[src/rtl/cpu_pkg.sv]
// Shared CPU front-end definitions: datapath width, reset/increment constants,
// NOP encoding, PC mux select encodings and the fetch queue entry layout.
package cpu_pkg;
   localparam int                 WIDTH    = 32;
   localparam logic [WIDTH-1:0]   RESET_PC = 32'h0000_0000;
   localparam logic [WIDTH-1:0]   PC_INC   = 32'd4;
   localparam logic [WIDTH-1:0]   NOP      = 32'h0000_0013;

   typedef enum logic [1:0] {
      PC_SEQ      = 2'b00,
      PC_BRANCH   = 2'b01,
      PC_JUMP_REG = 2'b10
   } pc_mux_sel_t;

   typedef struct packed {
      logic [WIDTH-1:0] pc;
      logic [WIDTH-1:0] instr;
   } fetch_entry_t;

   // Sequential successor; wraps silently at the top of the address space.
   function automatic logic [WIDTH-1:0] next_seq_pc(input logic [WIDTH-1:0] pc);
      return pc + PC_INC;
   endfunction
endpackage

[src/rtl/fetch_stage_if.sv]
// Bus bundle between the fetch stage, instruction memory, decode and the
// branch resolution logic. The fetch stage is the master side.
interface fetch_stage_if;
   import cpu_pkg::*;

   // imem: req is a one-cycle pulse, at most one read outstanding, rvalid
   // returns exactly once per request at least one cycle later.
   // decode: instr_valid/dec_ready form a valid/ready pair; the head transfers
   // on a cycle where both are high, and instr/instr_pc are meaningless while
   // instr_valid is low.
   logic             imem_req;
   logic [WIDTH-1:0] imem_addr;
   logic             imem_rvalid;
   logic [WIDTH-1:0] imem_rdata;
   logic             instr_valid;
   logic [WIDTH-1:0] instr;
   logic [WIDTH-1:0] instr_pc;
   logic             dec_ready;
   logic             redirect_en;
   logic [WIDTH-1:0] redirect_pc;

   modport master (
      output imem_req, imem_addr, instr_valid, instr, instr_pc,
      input  imem_rvalid, imem_rdata, dec_ready, redirect_en, redirect_pc
   );

   modport slave (
      input  imem_req, imem_addr, instr_valid, instr, instr_pc,
      output imem_rvalid, imem_rdata, dec_ready, redirect_en, redirect_pc
   );
endinterface

[src/rtl/fetch_queue.sv]
// Two-entry {pc, instr} FIFO organised as head/tail registers so the head
// keeps its last contents once the queue drains or is flushed.
module fetch_queue
   import cpu_pkg::*;
(
   input  logic         clk,
   input  logic         rst_n,
   input  logic         i_push,
   input  fetch_entry_t i_data,
   input  logic         i_pop,
   input  logic         i_flush,
   output logic [1:0]   o_count,
   output fetch_entry_t o_head
);
   fetch_entry_t r_head;
   fetch_entry_t r_tail;
   logic [1:0]   r_count;
   logic         w_pop;
   logic         w_push;

   assign w_pop   = i_pop && (r_count != 2'd0);
   assign w_push  = i_push && (w_pop || (r_count != 2'd2));
   assign o_count = r_count;
   assign o_head  = r_head;

   always_ff @(posedge clk or negedge rst_n) begin
      if (!rst_n) begin
         r_head  <= '0;
         r_tail  <= '0;
         r_count <= 2'd0;
      end else if (i_flush) begin
         r_count <= 2'd0;
      end else begin
         case ({w_push, w_pop})
            2'b10: begin
               if (r_count == 2'd0) r_head <= i_data;
               else                 r_tail <= i_data;
               r_count <= r_count + 2'd1;
            end
            2'b01: begin
               if (r_count == 2'd2) r_head <= r_tail;
               r_count <= r_count - 2'd1;
            end
            2'b11: begin
               // Simultaneous push/pop: the new word lands behind whatever remains.
               if (r_count == 2'd1) begin
                  r_head <= i_data;
               end else begin
                  r_head <= r_tail;
                  r_tail <= i_data;
               end
            end
            default: ;
         endcase
      end
   end

   a_no_overflow: assert property (@(posedge clk) disable iff (!rst_n)
      !(i_push && !i_flush && !w_pop && (r_count == 2'd2)));
endmodule

[src/rtl/fetch_stage.sv]
// Instruction fetch front end: owns the PC, issues one-at-a-time imem reads,
// buffers responses for decode and handles redirects with stale-response drop.
module fetch_stage
   import cpu_pkg::*;
(
   input  logic           clk,
   input  logic           rst_n,
   fetch_stage_if.master  bus
);
   logic [WIDTH-1:0] r_fetch_pc;
   logic [WIDTH-1:0] r_req_addr;
   logic             r_outstanding;
   logic             r_discard;
   logic             r_post_reset;

   logic             w_issue;
   logic             w_accept;
   logic             w_pop;
   logic [1:0]       w_count;
   fetch_entry_t     w_head;
   fetch_entry_t     w_push_data;

   // Credit rule: a request is only issued with a free slot and nothing in flight,
   // so a response can never find the queue full.
   assign w_issue  = rst_n && !r_outstanding && !r_discard &&
                     (w_count != 2'd2) && !bus.redirect_en;
   assign w_accept = bus.imem_rvalid && r_outstanding && !r_discard && !bus.redirect_en;
   assign w_pop    = (w_count != 2'd0) && bus.dec_ready;

   assign w_push_data.pc    = r_req_addr;
   assign w_push_data.instr = bus.imem_rdata;

   assign bus.imem_req    = w_issue;
   assign bus.imem_addr   = w_issue ? r_fetch_pc : '0;
   assign bus.instr_valid = (w_count != 2'd0);
   assign bus.instr       = w_head.instr;
   assign bus.instr_pc    = w_head.pc;

   fetch_queue u_queue (
      .clk     (clk),
      .rst_n   (rst_n),
      .i_push  (w_accept),
      .i_data  (w_push_data),
      .i_pop   (w_pop),
      .i_flush (bus.redirect_en),
      .o_count (w_count),
      .o_head  (w_head)
   );

   always_ff @(posedge clk or negedge rst_n) begin
      if (!rst_n) begin
         r_fetch_pc    <= RESET_PC;
         r_req_addr    <= '0;
         r_outstanding <= 1'b0;
         r_discard     <= 1'b0;
         r_post_reset  <= 1'b1;
      end else begin
         if (w_issue) r_post_reset <= 1'b0;
         if (bus.redirect_en) begin
            r_fetch_pc <= bus.redirect_pc;
            if (r_outstanding) begin
               // A response landing in the redirect cycle is simply dropped here;
               // otherwise the next one to return belongs to the old stream.
               if (bus.imem_rvalid) begin
                  r_outstanding <= 1'b0;
                  r_discard     <= 1'b0;
               end else begin
                  r_discard     <= 1'b1;
               end
            end
         end else begin
            if (r_discard && bus.imem_rvalid) begin
               r_discard     <= 1'b0;
               r_outstanding <= 1'b0;
            end else if (w_accept) begin
               r_outstanding <= 1'b0;
            end
            if (w_issue) begin
               r_outstanding <= 1'b1;
               r_req_addr    <= r_fetch_pc;
               r_fetch_pc    <= next_seq_pc(r_fetch_pc);
            end
         end
      end
   end

   // Unsolicited read data is ignored; a leftover from before reset may still
   // show up before the first new request goes out.
   a_no_unsolicited_rvalid: assert property (@(posedge clk) disable iff (!rst_n)
      !(bus.imem_rvalid && !r_outstanding && !r_post_reset));
endmodule

[src/flat_wrapper.sv]
// flat-port wrapper written by rule: the top's interface ports become plain ports
module fetch_stage_flat import cpu_pkg::*;
  (clk, rst_n, bus_imem_req, bus_imem_addr, bus_instr_valid, bus_instr, bus_instr_pc, bus_imem_rvalid, bus_imem_rdata, bus_dec_ready, bus_redirect_en, bus_redirect_pc);
  fetch_stage_if bus_i ();
  input  logic clk;
  input  logic rst_n;
  output wire logic [$bits(bus_i.imem_req)-1:0] bus_imem_req;
  output wire logic [$bits(bus_i.imem_addr)-1:0] bus_imem_addr;
  output wire logic [$bits(bus_i.instr_valid)-1:0] bus_instr_valid;
  output wire logic [$bits(bus_i.instr)-1:0] bus_instr;
  output wire logic [$bits(bus_i.instr_pc)-1:0] bus_instr_pc;
  input wire logic [$bits(bus_i.imem_rvalid)-1:0] bus_imem_rvalid;
  input wire logic [$bits(bus_i.imem_rdata)-1:0] bus_imem_rdata;
  input wire logic [$bits(bus_i.dec_ready)-1:0] bus_dec_ready;
  input wire logic [$bits(bus_i.redirect_en)-1:0] bus_redirect_en;
  input wire logic [$bits(bus_i.redirect_pc)-1:0] bus_redirect_pc;
  assign bus_imem_req = bus_i.imem_req;
  assign bus_imem_addr = bus_i.imem_addr;
  assign bus_instr_valid = bus_i.instr_valid;
  assign bus_instr = bus_i.instr;
  assign bus_instr_pc = bus_i.instr_pc;
  assign bus_i.imem_rvalid = bus_imem_rvalid;
  assign bus_i.imem_rdata = bus_imem_rdata;
  assign bus_i.dec_ready = bus_dec_ready;
  assign bus_i.redirect_en = bus_redirect_en;
  assign bus_i.redirect_pc = bus_redirect_pc;
  fetch_stage u_core (.clk(clk), .rst_n(rst_n), .bus(bus_i));
endmodule
[config.mk]
export PLATFORM = sky130hd
export DESIGN_NAME = fetch_stage_flat
export DESIGN_NICKNAME = d
export VERILOG_FILES = /design/src/rtl/cpu_pkg.sv /design/src/rtl/fetch_stage_if.sv /design/src/rtl/fetch_queue.sv /design/src/rtl/fetch_stage.sv /design/src/flat_wrapper.sv
export SDC_FILE = /design/constraint.sdc
export NUM_CORES = 1
export LEC_CHECK = 0
export BUFFER_PORTS_ARGS = -buffer_cell sky130_fd_sc_hd__buf_2
export CAP_MARGIN = 20
export CORE_MARGIN = 8
export CORE_UTILIZATION = 60
export DETAILED_ROUTE_END_ITERATION = 10
export MAX_ROUTING_LAYER = met4
export PLACE_DENSITY = 0.95
export SETUP_SLACK_MARGIN = 0.05
export SYNTH_ARGS = -nofsm -noshare
export SYNTH_HDL_FRONTEND = slang
export SYNTH_SLANG_ARGS = --single-unit
export TNS_END_PERCENT = 50
[constraint.sdc]
create_clock -name clk -period 4.1 [get_ports clk]
set_input_delay 0.82 -clock clk [delete_from_list [all_inputs] [get_ports clk]]
set_output_delay 0.82 -clock clk [all_outputs]
set_load 0.02 [all_outputs]
==> results.txt <==
status - finished, final reports clean
max frequency - 291 MHz
via count - 6350
buffers plus inverters on the worst setup path - 4
antenna viol nets, final - 0
initial antenna violation count - 1
Final Max Tran Viols - 0
Critical Path, Cell by Cell - buf_2, inv_1, nand2_1, inv_1, buf_2
Seq/Total Area, Yosys - 56.7%
Hold Crit Class - in -> async
Synth Warn # - 0
leading area contributor after synthesis - dfrtp_1
Post-CTS Setup Inserts - 0
Peak supply drop - 0.000331 V
number of global-route vias before repair - 6185
RSZ-0062 raised after global routing - no
syn avg cell area - 11.5 µm²
gr usage total - 22.3%
I/O Pins - 167
Post-Place Setup Slack - 0.740 ns
Starting Density - 60.5%
CP Capture Type - output port
CP top delay family - buffers and inverters
Slew headroom - 28.5%
reg2reg end - u_core.r_fetch_pc[27]$_DFFE_PN0P_
Hold Buf Count CTS - 0
Fin. Hold Viols - 0
die extent in y - 136 µm
endpoints failing setup - 0
setup TNS - 0 ns
Clock Root Buffer - clkbuf_16
First-pass DRT Iterations - 5
layout cells sized above 1 - 30.0%
most common cell after layout, fill and taps aside - dfrtp_1
fillers - 1012
synthesized instance count - 755
Critical Path Slowest Stage Cell - nand2_1
largest net degree at the start of global routing - 174
Yosys cell types - 38
Num CTS Buffers - 17
# rows - 44
average wire per standard cell - 18.2 µm
syn_nets - 828
Worst path depth - 5
clock buffer depth - 2
DIE AREA - 18500 µm²
CP startpoint kind - input port
R2R depth - 7
Cell Pwr Density - 691 nW/µm²
initial DRC count - 403
fin crit share - 83.7%
static leakage - 5.07 nW
leading cell types in the layout, fill and taps excluded - dfrtp_1, buf_2, o21ai_0
r2r startpoint - u_core.u_queue.o_count[0]$_DFFE_PN0P_
min cycle time layout - 3.43 ns
number of buffers added on ports - 166
Yosys reg bits - 196
top cell type's share of synthesized area - 56.7%
Worst setup startpoint - bus_redirect_en
post-layout util - 71.3%
Reg clk slew, reported paths - 0.07 ns
CP Max Fanout - 33
Resized Gates After CTS - 0
via/cell ratio - 5.79
global-route wire length before repair - 31.6 mm
register-to-register setup slack - 1.08 ns
Slowest Stage Delay on Critical Path - 0.67 ns
Die W - 136 µm
total gr overflow - 0
Synth area leaders - dfrtp_1, mux2_2, mux2i_1
core area - 14300 µm²
post-synthesis cell area - 8650 µm²
nets - 973
H-tree depth - 4
area grow syn2layout - 17.9%
critical path class - in -> out
drt drc - 0
slack of the critical path - 0.668 ns
dpl hpwl - 13.8 mm
CTS tree - done
Pwr Total - 7.05 mW
data arrival time at the worst-slack endpoint - 2.61 ns
Routability Congestion - 0.858
maxcap violations - 0
Worst-Margin Slew - 1.07 ns
CP required - 3.28 ns
CTS sink cnt - 196
clock skew - 0.00998 ns
clk_lat worst skew - 0.42 ns
drt total wl - 20.0 mm
[how the worst max path moves through the flow]
stage                              to  slack [ns]
finish                   bus_imem_req        0.67
global route             bus_imem_req        0.49
CTS                      bus_imem_req        0.73
detailed placement       bus_imem_req        0.74
global placement         bus_imem_req        0.80
floorplan           bus_imem_addr[24]        1.49
[stage by stage]
step                cell area [µm²]  std cells  hold WS (ns)
floorplan                      8650        755         0.466
global placement               9670       1065         0.457
detailed placement             9670       1065         0.465
CTS                           10200       1096         0.247
global route                  10200       1097         0.248
finish                        10200       1097         0.261
[synthesized netlist by cell type]
master	count
clkbuf_1	36
and3_1	35
o31ai_1	12
dfrtp_1	196
a31oi_1	18
inv_1	8
and2_1	2
nor2_1	21
a221o_1	1
nor4b_4	1
and4_1	4
nand2b_1	1
or4_1	12
o21a_1	2
a21o_1	32
nand4_1	14
a221oi_1	1
nand3_1	5
a21oi_1	1
nand2_1	86
o21ai_0	87
nor3_1	4
buf_2	9
or3_1	7
a2111oi_4	1
nor4bb_1	1
ha_1	4
o221ai_1	1
nor2b_1	4
or4b_1	1
xor2_1	9
a311oi_1	1
mux2_2	66
nand4bb_1	1
mux2i_1	65
xnor2_1	1
or3b_2	1
buf_1	4
[metal layers]
metal  vias to the layer above  global-route usage, %  part of all wire [%]
met5                         -                      -                     0
met4                         0                   7.20                   1.5
met3                        28                   4.58                   5.6
met2                       215                   33.4                    48
met1                      3101                   30.1                    45
li1                       3006                      -                     -
[registers in the layout, indices dropped and copies added, names as in the netlist]
name and flops:
u_core.u_queue.r_tail 64, u_core.r_req_addr 32, u_core.r_outstanding 1, u_core.r_fetch_pc 32, u_core.u_queue.o_count 2, u_core.u_queue.o_head 64
u_core.r_discard 1
[power by group]
| part | switching [mW] | leakage, nW | internal (mW) |
|---|---|---|---|
| logic | 1.33 | 2.34 | 0.987 |
| clock network | 0.681 | 0.255 | 0.819 |
| registers | 0.529 | 2.47 | 2.71 |
[layout make-up]
cell class	instances	area [µm²]	share of cell area [%]
Sequential cell	196	4900	48.1
Multi-Input combinational cell	502	3550	34.8
Timing Repair Buffer	175	957	9.38
Clock buffer	23	478	4.68
Tap cell	184	230	2.26
Clock inverter	8	51.3	0.503
Inverter	8	30.0	0.294
Antenna cell	1	2.50	0.0245
[cells by family after synthesis]
logic type      count (synthesis)  share of synthesized area (%)
buf+inv                        57                           2.60
xor+xnor                       10                           1.01
fa+ha+maj                       4                          0.578
simple gates                  200                           11.9
flops                         196                           56.7
mux                           131                           16.1
compound gates                157                           11.1
[worst reg2reg max path, cell delays in order, from the launching register on]
cell,delay (ns)
dfrtp_1,0.40
inv_1,0.08
ha_1,0.32
nor4b_4,0.26
buf_4,0.41
nand3_1,0.60
or4_1,0.70
a31oi_1,0.17
Note: power is estimated with default switching activity, not from simulation.
